[src/rtl/mem_arbiter.sv]
// mem_arbiter: two-requester round-robin memory arbiter with registered grants
// and a bounded hold time so neither master can starve the other.
module mem_arbiter #(
   parameter int N        = 32,
   parameter int MAX_HOLD = 4
) (
   input  logic         clk,
   input  logic         rst,
   input  logic         req0,
   input  logic         req1,
   input  logic         wr0,
   input  logic         wr1,
   input  logic [N-1:0] addr0,
   input  logic [N-1:0] addr1,
   input  logic [N-1:0] wdata0,
   input  logic [N-1:0] wdata1,
   output logic         gnt0,
   output logic         gnt1,
   output logic         rd_valid0,
   output logic         rd_valid1,
   output logic [N-1:0] rd_data,
   output logic         mem_wr_ena,
   output logic [N-1:0] mem_addr,
   output logic [N-1:0] mem_wr_data,
   input  logic [N-1:0] mem_rd_data
);
   localparam int HW = $clog2(MAX_HOLD) + 1;
   localparam logic [HW-1:0] HOLD_MAX = HW'(MAX_HOLD - 1);

   typedef enum logic [1:0] {IDLE, GRANT0, GRANT1} state_t;

   state_t        state, next;
   logic          last;
   logic [HW-1:0] hold;
   logic          issue0, issue1, at_limit;

   assign gnt0        = state == GRANT0;
   assign gnt1        = state == GRANT1;
   assign issue0      = gnt0 & req0;
   assign issue1      = gnt1 & req1;
   assign at_limit    = hold == HOLD_MAX;
   assign mem_addr    = issue0 ? addr0 : issue1 ? addr1 : '0;
   assign mem_wr_data = issue0 ? wdata0 : issue1 ? wdata1 : '0;
   assign mem_wr_ena  = (issue0 & wr0) | (issue1 & wr1);
   assign rd_data     = mem_rd_data;

   // the hold limit only forces a handover while the other side is waiting
   always_comb begin
      next = state;
      case (state)
         IDLE:    next = (req0 & req1) ? (last ? GRANT0 : GRANT1) : req0 ? GRANT0 : req1 ? GRANT1 : IDLE;
         GRANT0:  next = !req0 ? (req1 ? GRANT1 : IDLE) : (req1 & at_limit) ? GRANT1 : GRANT0;
         GRANT1:  next = !req1 ? (req0 ? GRANT0 : IDLE) : (req0 & at_limit) ? GRANT0 : GRANT1;
         default: next = IDLE;
      endcase
   end

   always_ff @(posedge clk or negedge rst) begin
      if (!rst) begin
         state     <= IDLE;
         last      <= 1'b1;
         hold      <= '0;
         rd_valid0 <= 1'b0;
         rd_valid1 <= 1'b0;
      end else begin
         state     <= next;
         rd_valid0 <= issue0 & ~wr0;
         rd_valid1 <= issue1 & ~wr1;
         if (next != state && next != IDLE) begin
            hold <= '0;
            last <= next == GRANT1;
         end else if ((issue0 | issue1) && !at_limit) begin
            hold <= hold + 1'b1;
         end
      end
   end
endmodule

[config.mk]
export PLATFORM = sky130hd
export DESIGN_NAME = mem_arbiter
export DESIGN_NICKNAME = d
export VERILOG_FILES = /design/src/rtl/mem_arbiter.sv
export SDC_FILE = /design/constraint.sdc
export NUM_CORES = 1
export LEC_CHECK = 0
export CAP_MARGIN = 20
export CORE_AREA = 2 2 102 104
export DETAILED_ROUTE_END_ITERATION = 16
export DIE_AREA = 0 0 104 106
export PLACE_DENSITY = 0.74
export REMOVE_ABC_BUFFERS = 1
export SYNTH_ARGS = -nofsm -noshare
export SYNTH_HDL_FRONTEND = slang
export SYNTH_SLANG_ARGS = --single-unit
[constraint.sdc]
create_clock -name clk -period 1.8 [get_ports clk]
set_clock_uncertainty 0.15 [all_clocks]
set_input_delay 0.27 -clock clk [delete_from_list [all_inputs] [get_ports clk]]
set_output_delay 0.27 -clock clk [all_outputs]
set_load 0.02 [all_outputs]
; ---- Word level (Yosys, flattened, before mapping)
; Cells that the tools add are included.
[op_classes]
n_reduce_logical = 6
n_mux = 16
bitwise = 13
n_addsub = 1
eq_ne = 5
[op_table]
columns = cell, count
row1 = 32-bit two-way mux, 4
row2 = 2-bit two-way mux, 8
row3 = 1-bit AND, 9
row4 = 3-bit two-way mux, 2
row5 = 2-bit one-hot mux with 3 select lines, 1
row6 = "2-bit == test, second input constant", 2
row7 = 2-bit nonzero test, 2
row8 = "3-bit by 1-bit adder with 3-bit output, second input constant", 1
row9 = "3-bit by 2-bit == test with 1-bit output, second input constant", 1
row10 = "2-bit by 1-bit == test with 1-bit output, second input constant", 1
row11 = 1-bit logical AND, 2
row12 = 2-bit zero test, 1
row13 = 2-bit inequality test, 1
row14 = 1-bit NOT, 2
row15 = 1-bit bitwise OR, 2
row16 = 1-bit zero test, 1
row17 = 1-bit two-way mux, 1
[totals]
elab_cells = 46
out_inout_bits = 101
register_bits = 8
input_bits = 166

; ---- Longest topological paths before layout
[logic_depth]
depth_word = 8
ltp_mapped = 6
ltp_nobuf = 5

; ---- Least setup slack after synthesis
; OpenSTA, ideal clock, no wires.
[synth_path]
kind = register to output
from = register state[1]
to = output port mem_addr[23]
arrival_ns = 1.452
required_ns = 1.380
setup_slack_ns = -0.072
path_buffers = 2
stages_incl_launch_ff = 6
path_cell_list = dfrtp_1 nor2b_1 and2_1 buf_6 buf_6 a22o_1
[synth_via]
elab_cells_between_ends = 6
classes_between = 2 x eq/ne / 2 x mux / 2 x bitwise
[synth_lines]
columns = item, line
row1 = "start, declared", 32  ; state_t state, next;
row2 = "start signal, assigned", 66  ; state <= next;
row3 = 2-bit by 1-bit == test with 1-bit output, 37  ; assign gnt0 = state == GRANT0;
row4 = via gnt0, 17  ; output logic gnt0,
row5 = 1-bit AND, 39  ; assign issue0 = gnt0 & req0;
row6 = 32-bit two-way mux, 42  ; assign mem_addr = issue0 ? addr0 : issue1 ? addr1 : '0;
row7 = "end, declared", 23  ; output logic [N-1:0] mem_addr,
; The timed path passes the listed nets, and every way through them passes these cells.

; ---- Worst setup path in the final report
[layout_path]
from = register state[1]
to = output port mem_wr_data[14]
[layout_via]
elab_chain_cells = 4
elab_cells_between_ends = 6
classes_between = 2 x eq/ne / 2 x mux / 2 x bitwise
[layout_lines]
columns = item, line
row1 = 2-bit == test, 38  ; assign gnt1 = state == GRANT1;
row2 = 1-bit AND, 40  ; assign issue1 = gnt1 & req1;
row3 = 32-bit two-way mux, 43  ; assign mem_wr_data = issue0 ? wdata0 : issue1 ? wdata1 : '0;
row4 = 32-bit two-way mux (*), 43
row5 = "end, declared", 24  ; output logic [N-1:0] mem_wr_data,
; Mark *: on every way between the ends. The rest lies on a longest branch, timed or not.

==> results.toml <==
[synthesis]
synth_edf_count = 0
compound_cell_area_share_of_the_yosys_netlist_pct = 47.0
yosys_most_used_dff = "dfrtp_1"
synth_seq_cells = 8
yosys.cell_types.count = 29
post_synth_xor_area_fraction_pct = 0
netlist_area_um2 = 1460
asyncSetResetFlopFracSynth_pct = 100
synth_top_family_by_area = "compound AO/OA/AOI/OAI gates"
ys_seq_area_share_pct = 13.8
yosys.area.top_type = "a22o_1"
synthesis.yosys.warnings = 0
syn_area_per_cell_um2 = 8.89
post_synth_and_or_nand_nor_area_fraction_pct = 8.67
mux_share_of_post_synthesis_cell_area_pct = 1.37
syn_inst = 164
synth.top_cell.area_share_pct = 39.1
netlist_top_cells_area = "a22o_1 (39%), buf_4 (16%), dfrtp_1 (12%)"
synth-adder-area-share_pct = 1.72

[setup_path]
critPathMaxFanout = 5
worstRegToRegCells = 5
timing.critical_path.slowest_cell_delay_ps = 430
reg2reg_slack_ps = 110
critical_path_top_delay_cell = "dfrtp_2"
setup.worst_path.end_class = "output pin"
critical_path.endpoint = "mem_wr_data[14]"
rr_startpoint = "hold[0]"
criticalPathCategory = "reg2out"
startpoint = "state[1]"
worstPathRequired_ps = 1380
worst_r2r_endpoint = "hold[0]"
worstPathCellList = "and2b_1 -> and2_4 -> buf_12 -> buf_16 -> a22o_1 -> buf_6"
timing.critical_path.arrival_ps = 1630
worst_setup_path_start_kind = "register"

[floorplanning]
fp.dieArea_um2 = 11000
die_h_um = 106
die_w_um = 104
core_um2 = 10000
row_count = 37
top_level_ports = 267
initial_utilization_pct = 14.6

[finish]
filler_cell_count = 1050
multi_input_comb_area_um2 = 912
regArea_um2 = 203
final_layout_size_suffix_gt1_share_pct = 29.7
final_cell_area_um2 = 3720
antennaDiodeCount = 0
num-nets-final = 513
layout-area-overhead-vs-synth_pct = 155
post_layout_nonfiller_instances = 480

[power_and_ir_drop]
power_uw = 1760
pwr_density_cell_nw_per_um2 = 475
vdd.ir_drop.worst_v = 0.000165
power.static_leakage_uw = 0.00158

[grt]
overall_fraction_of_global_route_tracks_in_use_pct = 15.9
grt_first_pass_wirelength_um = 13500
grt_antenna_before_repair = 0
first_global_vias = 2306
overflow = 0
maximum_number_of_pins_on_one_net_before_global_route_repair = 31

[drt]
dr.first_iter.drc_count = 103
routed_wl_um = 9490
drcViolationCount = 0
num_vias = 2136
route.detailed.vias_per_inst = 4.45
routed_wire_length_per_instance_um = 19.8
drt-pass1-iter-count = 4
route.antenna.remaining_nets = 0

[clock_tree]
clk_transition_reported_paths_ps = 40
cts_tree = "yes"
tritoncts_num_sinks = 8
insertion_delay_ps = 230
ctsLongestPathBuffers = 2
cts_buffers = 3
ctsHtreeMaxLevel = 1
cts_root_buffer = "clkbuf_8"
cts_hold_buf = 0

[placed_design]
numPortBuffers = 202
place_inst = 466
hpwl_um = 7310
rd_place_congestion = 0.706
dpl_cell_area_um2 = 3400

[timing]
final-max-slew-violation-count = 0
time_the_worst_path_needs_with_i_o_delays_and_setup_ps = 2050
timing.slew.headroom_pct = 74.5
finalHoldViolCount = 0
postLayoutSetupSlackWorst_ps = -249
timing.final.crit_share_pct = 114
maxClockFrequency_mhz = 488
worst_slew_pin_slew_ps = 382
fin_worst_hold_slack_ps = 180
rsz0062_at_grt = "true"
finalSetupViolations = 65
total_negative_slack_for_setup_checks_ps = -11010

[hold_path]
min-delay-path-class = "in2async"

[outcome]
run_status = "complete, but fails checks"
violated_checks = "setup timing"

[flow_run]
cap_viol_max_count = 0
area by class of cell:
type	count	area share (%)
Sequential cell	8	5.45
Inverter	3	0.303
Timing Repair Buffer	225	63.9
Clock buffer	4	1.21
Tap cell	136	4.58
Multi-Input combinational cell	104	24.5
synthesized netlist by cell type (2+ instances only):
cell	instances
a21oi_1	3
ha_1	2
nor2b_1	4
dfrtp_1	7
buf_6	10
mux2i_1	2
buf_2	7
nand2_1	3
a22o_1	65
a22oi_1	3
nand2b_1	4
a21o_1	2
nand3_1	3
buf_4	32
inv_1	3
placed cells by master (no fill, tap or decap), types with 2 or more instances in the layout:
cell type	Yosys	layout
a21o_1	2	2
a21oi_1	3	3
a22o_1	65	64
a22oi_1	3	3
and2_4	1	2
buf_12	0	7
buf_16	0	4
buf_2	7	10
buf_4	32	12
buf_6	10	55
clkbuf_8	0	3
clkdlybuf4s50_1	0	135
dfrtp_1	7	6
inv_1	3	3
mux2i_1	2	2
nand2_1	3	3
nand2b_1	4	4
nand3_1	3	3
nand4bb_4	0	2
nor2b_1	4	3
layer usage:
metal,track usage (%),vias up,wire [µm]
met3,8.65,4,1040
met4,1.25,2,30
met1,18.8,1021,3750
met5,4.29,-,54
li1,-,971,-
met2,26.2,138,4610
cell families after synthesis:
logic type / Yosys count
flip-flops: 8
AO/OA/AOI/OAI: 81
adder cells (fa/ha/maj): 2
buffers and inverters: 52
multiplexers: 2
AND/OR/NAND/NOR: 19
registers in the layout, indices dropped and copies added (netlist names):
signal and cells:
last 1, rd_valid0 1, state 2, hold 3, rd_valid1 1
where the power goes:
group / internal [µW] / total, µW / switching, µW
sequential: 210 / 233 / 23.4
combinational: 759 / 1300 / 543
clock: 154 / 228 / 74.1
critical path: cells and delay by family (launching register included):
family	cells	cell delay [ps]
simple gates	2	370
buf+inv	3	410
flops	1	430
compound gates	1	190
worst min-delay path by stage:
stage,end,from
floorplan,hold[0],rst
global placement,hold[2],hold[2]
detailed placement,rd_data[3],mem_rd_data[3]
CTS,hold[2],rst
global route,rd_valid0,rst
finish,hold[2],rst
through the flow:
step / util, % / worst slack [ps]
floorplan: - / -1140
global placement: 34.0 / -599
detailed placement: 34.0 / -581
CTS: 36.5 / -254
global route: 37.2 / -312
finish: 37.2 / -249
repair_timing:
action                     CTS  global route
cloned                       6             0
pin swaps                   30             4
resized for setup          343            33
setup buffers                5             1
setup endpoints to repair   68            70
(Power assumes the default switching activity.)
